File: src/rtl/imem_loader_pkg.sv
// Shared loader definitions: FSM state encodings, boot address and word width.
// The CHECK state exists only when IMEM_LOADER_CHECKSUM_EN is defined.
package imem_loader_pkg;

  localparam int unsigned WORD_W    = 32;
  localparam logic [31:0] BOOT_ADDR = 32'h0040_0020;

  typedef enum logic [2:0] {
    ST_IDLE   = 3'd0,
    ST_RECV   = 3'd1,
    ST_WRITE  = 3'd2,
`ifdef IMEM_LOADER_CHECKSUM_EN
    ST_CHECK  = 3'd3,
`endif
    ST_FINISH = 3'd4
  } state_e;

endpackage

File: src/rtl/imem_loader_byte_packer.sv
// Big-endian byte-to-word packer: four shifted bytes form one word, first byte lands in [31:24].
module imem_loader_byte_packer
  import imem_loader_pkg::*;
(
  input  logic              clk_i,
  input  logic              rst_ni,
  input  logic              clr_i,
  input  logic              shift_i,
  input  logic [7:0]        byte_i,
  output logic [WORD_W-1:0] word_o,
  output logic              word_done_o
);

  logic [WORD_W-1:0] word_q, word_d;
  logic [1:0]        cnt_q, cnt_d;

  always_comb begin
    word_d = word_q;
    cnt_d  = cnt_q;
    if (clr_i) begin
      word_d = '0;
      cnt_d  = '0;
    end else if (shift_i) begin
      word_d = {word_q[WORD_W-9:0], byte_i};
      cnt_d  = cnt_q + 2'd1;
    end
  end

  always_ff @(posedge clk_i or negedge rst_ni) begin
    if (!rst_ni) begin
      word_q <= '0;
      cnt_q  <= '0;
    end else begin
      word_q <= word_d;
      cnt_q  <= cnt_d;
    end
  end

  assign word_o      = word_q;
  assign word_done_o = shift_i && !clr_i && (cnt_q == 2'd3);

endmodule

File: src/rtl/imem_loader.sv
// Boot loader: streams program bytes into instruction SRAM and holds the core until done.
// Optional trailing checksum word verification when IMEM_LOADER_CHECKSUM_EN is defined.
module imem_loader
  import imem_loader_pkg::*;
#(
  parameter logic [31:0] BASE_ADDR = BOOT_ADDR,
  parameter int unsigned CNT_W     = 16
) (
  input  logic             clk,
  input  logic             rst_n,
  input  logic             load_req,
  input  logic [CNT_W-1:0] word_count,
  input  logic             byte_valid,
  input  logic [7:0]       byte_data,
  output logic             byte_ready,
  output logic             mem_we,
  output logic [31:0]      mem_addr,
  output logic [31:0]      mem_din,
  output logic             start_up,
  output logic             busy,
  output logic             cksum_err
);

  state_e            state_q, state_d;
  logic [CNT_W-1:0]  count_q, count_d;
  logic [CNT_W-1:0]  idx_q, idx_d, idx_inc;
  logic              start_up_q, start_up_d;
  logic              pk_clr, pk_shift, pk_done;
  logic [WORD_W-1:0] pk_word;
  logic [31:0]       idx_ext;
`ifdef IMEM_LOADER_CHECKSUM_EN
  logic [31:0]       sum_q, sum_d;
  logic              cks_phase_q, cks_phase_d;
  logic              cksum_err_q, cksum_err_d;
`endif

  assign pk_shift = byte_valid && (state_q == ST_RECV);
  assign pk_clr   = load_req && (state_q == ST_IDLE);
  assign idx_inc  = idx_q + {{(CNT_W-1){1'b0}}, 1'b1};

  imem_loader_byte_packer u_packer (
    .clk_i       (clk),
    .rst_ni      (rst_n),
    .clr_i       (pk_clr),
    .shift_i     (pk_shift),
    .byte_i      (byte_data),
    .word_o      (pk_word),
    .word_done_o (pk_done)
  );

  always_comb begin
    state_d    = state_q;
    count_d    = count_q;
    idx_d      = idx_q;
    start_up_d = start_up_q;
`ifdef IMEM_LOADER_CHECKSUM_EN
    sum_d       = sum_q;
    cks_phase_d = cks_phase_q;
    cksum_err_d = cksum_err_q;
`endif
    case (state_q)
      ST_IDLE: begin
        if (load_req) begin
          count_d    = word_count;
          idx_d      = '0;
          start_up_d = 1'b1;
`ifdef IMEM_LOADER_CHECKSUM_EN
          sum_d       = '0;
          cks_phase_d = 1'b0;
          cksum_err_d = 1'b0;
`endif
          state_d = (word_count == '0) ? ST_FINISH : ST_RECV;
        end
      end
      ST_RECV: begin
        if (pk_done) begin
`ifdef IMEM_LOADER_CHECKSUM_EN
          state_d = cks_phase_q ? ST_CHECK : ST_WRITE;
`else
          state_d = ST_WRITE;
`endif
        end
      end
      ST_WRITE: begin
        idx_d   = idx_inc;
        state_d = ST_RECV;
`ifdef IMEM_LOADER_CHECKSUM_EN
        sum_d = sum_q + pk_word;
        // Last data word: stay in RECV to collect the checksum word instead of finishing.
        if (idx_inc == count_q) cks_phase_d = 1'b1;
`else
        if (idx_inc == count_q) state_d = ST_FINISH;
`endif
      end
`ifdef IMEM_LOADER_CHECKSUM_EN
      ST_CHECK: begin
        if (sum_q != pk_word) cksum_err_d = 1'b1;
        state_d = ST_FINISH;
      end
`endif
      ST_FINISH: begin
        state_d = ST_IDLE;
`ifdef IMEM_LOADER_CHECKSUM_EN
        start_up_d = cksum_err_q;
`else
        start_up_d = 1'b0;
`endif
      end
      default: state_d = ST_IDLE;
    endcase
  end

  always_ff @(posedge clk or negedge rst_n) begin
    if (!rst_n) begin
      state_q    <= ST_IDLE;
      count_q    <= '0;
      idx_q      <= '0;
      start_up_q <= 1'b1;
    end else begin
      state_q    <= state_d;
      count_q    <= count_d;
      idx_q      <= idx_d;
      start_up_q <= start_up_d;
    end
  end

`ifdef IMEM_LOADER_CHECKSUM_EN
  always_ff @(posedge clk or negedge rst_n) begin
    if (!rst_n) begin
      sum_q       <= '0;
      cks_phase_q <= 1'b0;
      cksum_err_q <= 1'b0;
    end else begin
      sum_q       <= sum_d;
      cks_phase_q <= cks_phase_d;
      cksum_err_q <= cksum_err_d;
    end
  end
  assign cksum_err = cksum_err_q;
`else
  assign cksum_err = 1'b0;
`endif

  assign idx_ext    = 32'(idx_q);
  assign mem_addr   = BASE_ADDR + (idx_ext << 2);
  assign mem_din    = pk_word;
  assign mem_we     = (state_q == ST_WRITE);
  assign byte_ready = (state_q == ST_RECV);
  assign busy       = (state_q != ST_IDLE);
  assign start_up   = start_up_q;

endmodule

File: config.mk
export PLATFORM = sky130hd
export DESIGN_NAME = imem_loader
export DESIGN_NICKNAME = d
export VERILOG_FILES = /design/src/rtl/imem_loader_pkg.sv /design/src/rtl/imem_loader_byte_packer.sv /design/src/rtl/imem_loader.sv
export SDC_FILE = /design/constraint.sdc
export NUM_CORES = 1
export LEC_CHECK = 0
export CAP_MARGIN = 20
export CORE_AREA = 2 2 110 112
export DETAILED_ROUTE_END_ITERATION = 10
export DIE_AREA = 0 0 112 114
export PLACE_DENSITY = 0.65
export SYNTH_ARGS = -nofsm -noshare
export SYNTH_HDL_FRONTEND = slang
export SYNTH_SLANG_ARGS = --single-unit
export TNS_END_PERCENT = 100
File: constraint.sdc
create_clock -name clk -period 3.9 [get_ports clk]
set_input_delay 0.78 -clock clk [delete_from_list [all_inputs] [get_ports clk]]
set_output_delay 0.78 -clock clk [all_outputs]
set_load 0.01 [all_outputs]
### Yosys cells after proc, flatten, opt, wreduce, memory -nomap -nowiden

Index checks and enable logic that the tools add are counted.

* muxes and demuxes: 13
* add/sub/neg operators: 3
* equal/unequal tests: 7
* reductions and logical operators: 15

Operators with widths (count)
* $mux W32: 2
* $pmux W16 S2: 1
* $add A23 B18 Y24 const A: 1
* $add A16 B1 Y16 const B: 1
* $eq A16 B16 Y1: 1
* $logic_not A16 Y1: 1
* $mux W16: 1
* $mux W3: 4
* $pmux W3 S3: 1
* $reduce_and A2 Y1: 4
* $reduce_bool A2 Y1: 3
* $logic_and A1 B1 Y1: 4
* $mux W2: 2
* $eq A3 B1 Y1 const B: 1
* $eq A3 B2 Y1 const B: 1
* $eq A3 B3 Y1 const B: 1
* $logic_not A3 Y1: 1
* $reduce_bool A3 Y1: 1
* $add A2 B1 Y2 const B: 1
* $eq A2 B2 Y1 const B: 1
* $ne A2 B1 Y1 const B: 1
* $ne A2 B2 Y1 const B: 1
* $pmux W1 S2: 1
* $logic_not A1 Y1: 1
* $mux W1: 1

* output and inout bits: 69
* logic and storage cells: 44
* flip-flop bits (word level): 70
* bits of input ports: 28

### Depth between registers and ports, before layout

* depth in word-level cells: 7
* mapped depth: 8
* gate-level depth less buffers: 7

### By module

Synthesis repeated with hierarchy kept, for this count alone.

* cells, all modules: 379
* area total of the unflattened synthesis: 3871.2 um^2

By module, submodules not included
* imem_loader: cells each 266, times used 1, area each 2439.8 um^2, seq. area each 902.1 um^2
* imem_loader_byte_packer: cells each 113, times used 1, area each 1431.4 um^2, seq. area each 850.8 um^2

### Worst setup path after synthesis

OpenSTA, ideal clock, no wires.

* path kind: reg2out
* from: register idx_q[4]
* to: output port mem_addr[17]
* stages on the path, launching flop included: 7
* slack: 1.506 ns
* data required time: 3.120 ns
* arrival time: 1.614 ns
* buffers on the path: 1
* cell sequence: dfrtp_1 > ha_1 > nand3_1 > or2_0 > clkbuf_1 > nor3_1 > xor2_1

* longest elaborated chain between the ends: 1

RTL lines
* from (decl): line imem_loader.sv:26 `logic [CNT_W-1:0] idx_q, idx_d, idx_inc;`
* from (signal assigned): line imem_loader.sv:122 `idx_q <= idx_d;`
* $add A23 B18 Y24: line imem_loader.sv:145 `assign mem_addr = BASE_ADDR + (idx_ext << 2);`
* to (decl): line imem_loader.sv:17 `output logic [31:0] mem_addr,`

No other way between the ends.

### Final worst setup path

* from: register idx_q[3]
* to: output port mem_addr[17]

Same word-level chain as after synthesis.

==> impl_metrics.ini <==
[placed_design]
numPortBuffers = 80
placed_area_um2 = 4546
dp_hpwl_mm = 6.575
place_congestion = 0.9273

[sta]
rsz0062_at_grt = no
drv_slew = 0
fin_skew_ps = 7.006
fin_crit_ps = 3449
fin_tns_setup_ps = 0
maxSlewHeadroom_pct = 49.27
finalSetupViolCount = 0
final-hold-violation-count = 0
fmax_mhz = 289.9
worstMarginPinSlew_ps = 759.2
finalCritPeriodShare_pct = 88.44

[synth]
syn_inst = 387
synth.distinct_cells = 55
async_reset_ff_share_pct = 100.0
synth_area_um2 = 3764
synth_edf_count = 0
ys_seq_area_share_pct = 46.58
ys_seq_elements = 70
syn_avg_cell_area_um2 = 9.725
synth-main-ff-cell = dfrtp_1
yosysWarningCount = 0

[floorplan]
rows = 40
dieArea_um2 = 12770
start_util_pct = 32.14
core_area_um2 = 11710
die_height_um = 114
die_x_um = 112
ioPinCount = 97

[critical_path]
crit_arrival_ps = 2670
endpoint_kind = output pin
required_ps = 3120
crit_chain = ha_1 > nand3_1 > or2_0 > nor3_1 > xor2_1 > clkdlybuf4s50_1
cp_num_buf_inv = 1
cp_max_fo = 9
critical_path.max_stage_delay_ps = 550
cpLargestDelayFamily = simple AND/OR/NAND/NOR gates
start_kind = flop
crit_type = flop to output pin
slowest_stage = dfrtp_1

[pwr]
internal-power_mw = 2.127
power.density_nw_per_um2 = 664.6
ir_drop_mv = 0.3570
power_switching_mw = 1.092
comb_power_share_pct = 36.6
p_seq_share_pct = 38.2
p_leak_nw = 2.129
switching_share_pct = 33.92
power_frac_clock_pct = 25.2

[global_routing]
grt_pass1_vias = 3025
grt_pass1_wl_mm = 15.55
grt_max_degree = 46
antenna_found_initial = 1
grtUsageTotal_pct = 15.11
grt.overflow.total = 0

[clock_network]
cts_hold_buf = 0
clock-sinks = 70
clkTransAtPathRegs_ps = 60
cts_tree = yes
clk_path_buf_depth = 2
postCtsSetupBuffers = 0
clock_latency_ps = 330
root_buffer = clkbuf_16
cts_max_level = 3
cts.repair.resized = 0
numCtsBuffers = 9

[drt]
viasPerCell = 5.110
final_antenna_net_count = 0
vias = 3076
wl_per_cell_um = 15.48
first_iter_violations = 173
remaining_drc_errors = 0
drt-total-wl_mm = 9.319
drtPass1Iterations = 4

[cells_and_area]
layout.nets = 481
area_growth_pct = 28.69
drive_gt1_share_pct = 8.352
diodes = 0
final_area_um2 = 4843

[outcome]
status = complete, no violations

[worst_hold_path]
min_path_type = primary input to asynchronous set/reset pin

[run]
maxCapViolations = 0
## state kept, by name, indices dropped and copies added (netlist names)
register and flops:
idx_q 16, start_up 1, u_packer.word_o 32, u_packer.cnt_q 2, state_q 3, count_q 16
## worst paths after layout
kind / startpoint / to / slack, ps / cells after the start
min in group clk: state_q[2]$_DFFE_PN0P_ / start_up$_DFFE_PN1P_ / 470 / 1
hold / removal: rst_n / idx_q[2]$_DFFE_PN0P_ / 460 / 1
setup reg to reg: idx_q[3]$_DFFE_PN0P_ / state_q[0]$_DFFE_PN0P_ / 1390 / 7
hold reg to reg: state_q[2]$_DFFE_PN0P_ / start_up$_DFFE_PN1P_ / 470 / 1
max in group asynchronous: rst_n / u_packer.word_o[7]$_DFFE_PN0P_ / 2440 / 2
setup / recovery: idx_q[3]$_DFFE_PN0P_ / mem_addr[17] / 450 / 6
## layout make-up
class / count / area (um2)
well taps: 147 / 183.9
fillers: 1163 / 6868
inverters: 6 / 22.52
flip-flops and latches: 70 / 1753
clock buffers: 9 / 225.2
repair buffers: 85 / 833.3
multi-input cells: 278 / 1753
clock inverters: 7 / 72.57
## cells in the mapped netlist (2+ instances only)
library cell,n,share of area [%]
dfrtp_1,69,46
nor3_1,7,0.93
clkbuf_1,13,1.3
nor4_1,6,1.0
nand3_1,9,1.2
nand4_1,4,0.66
o41ai_1,3,0.70
a211oi_1,2,0.40
nand3_4,2,0.93
a22o_1,34,7.9
conb_1,2,0.20
nor3b_1,2,0.40
buf_4,26,5.2
nand3b_1,2,0.40
o21ai_1,2,0.27
nor2_1,20,2.0
nor2b_1,2,0.33
o22ai_1,2,0.33
xnor2_1,16,3.7
o31ai_1,4,0.80
and2_1,3,0.50
ha_1,3,1.0
or4_1,2,0.40
o21ai_0,18,2.4
nand2_1,67,6.7
a31oi_1,5,0.83
xor2_1,14,3.3
inv_1,6,0.60
a21oi_1,8,1.1
buf_2,7,0.93
and3_1,3,0.50
## metrics by stage
step / instances / hold slack [ps] / setup WS, ps / total power [mW] / utilization (%)
2_1_floorplan: 401 / 430.2 / 1506 / 1.875 / -
3_3_place_gp: 586 / 463.8 / 885.7 / 2.401 / 38.81
3_5_place_dp: 586 / 465.2 / 802.7 / 2.422 / 38.81
4_1_cts: 602 / 473.2 / 433.2 / 3.257 / 41.36
5_1_grt: 602 / 503.6 / 310.5 / 3.430 / 41.36
6_report: 602 / 462.6 / 451.0 / 3.219 / 41.36
## logic make-up (layout without fill, tap and decap cells)
group | Yosys count | in the layout | share of synthesized area (%)
AND/OR/NAND/NOR | 141 | 141 | 19.48
AO/OA/AOI/OAI | 85 | 85 | 16.46
flip-flops | 70 | 70 | 46.58
buffers and inverters | 53 | 107 | 8.311
XOR/XNOR | 31 | 31 | 7.414
adder cells (fa/ha/maj) | 3 | 3 | 0.9974
other | 2 | 16 | 0.1995
multiplexers | 2 | 2 | 0.5651
## power groups by stage
stage | clock, mW | sequential [mW] | combinational (mW)
final | 0.811 | 1.23 | 1.18
after global routing | 0.865 | 1.27 | 1.29
after detailed placement | 0 | 1.24 | 1.19
after CTS | 0.834 | 1.23 | 1.19
after global placement | 0 | 1.24 | 1.17
after floorplan | 0 | 1.24 | 0.633
## metal layers
| layer | GRT usage, % | vias to the layer above | wire length [um] |
|---|---|---|---|
| met2 | 23.96 | 117 | 4346 |
| li1 | - | 1456 | - |
| met3 | 5.951 | 13 | 807 |
| met1 | 19.47 | 1490 | 4066 |
| met4 | 3.984 | 0 | 99 |
| met5 | 0 | - | 0 |
## cells in the final DEF (no fill, tap or decap), types with 2 or more instances in the layout
master / synthesis / layout
inv_1: 6 / 6
nor3b_1: 2 / 2
clkbuf_16: 0 / 9
dfrtp_1: 69 / 69
nor4_1: 6 / 6
nand3_4: 2 / 2
o31ai_1: 4 / 4
xor2_1: 14 / 14
nor2b_1: 2 / 2
or4_1: 2 / 2
conb_1: 2 / 16
clkinv_2: 0 / 2
clkdlybuf4s50_1: 0 / 79
o21ai_0: 18 / 18
nand3b_1: 2 / 2
and2_1: 3 / 3
nor2_2: 1 / 2
o21ai_1: 2 / 2
a31oi_1: 5 / 5
nor3_1: 7 / 7
nand4_1: 4 / 4
o22ai_1: 2 / 2
buf_4: 26 / 5
nor2_1: 20 / 19
ha_1: 3 / 3
nand3_1: 9 / 9
xnor2_1: 16 / 16
a21oi_1: 8 / 8
o41ai_1: 3 / 3
nand2_1: 67 / 67
clkinvlp_4: 0 / 2
and3_1: 3 / 3
a211oi_1: 2 / 2
a22o_1: 34 / 34
Note: power is estimated with default switching activity, not from simulation.
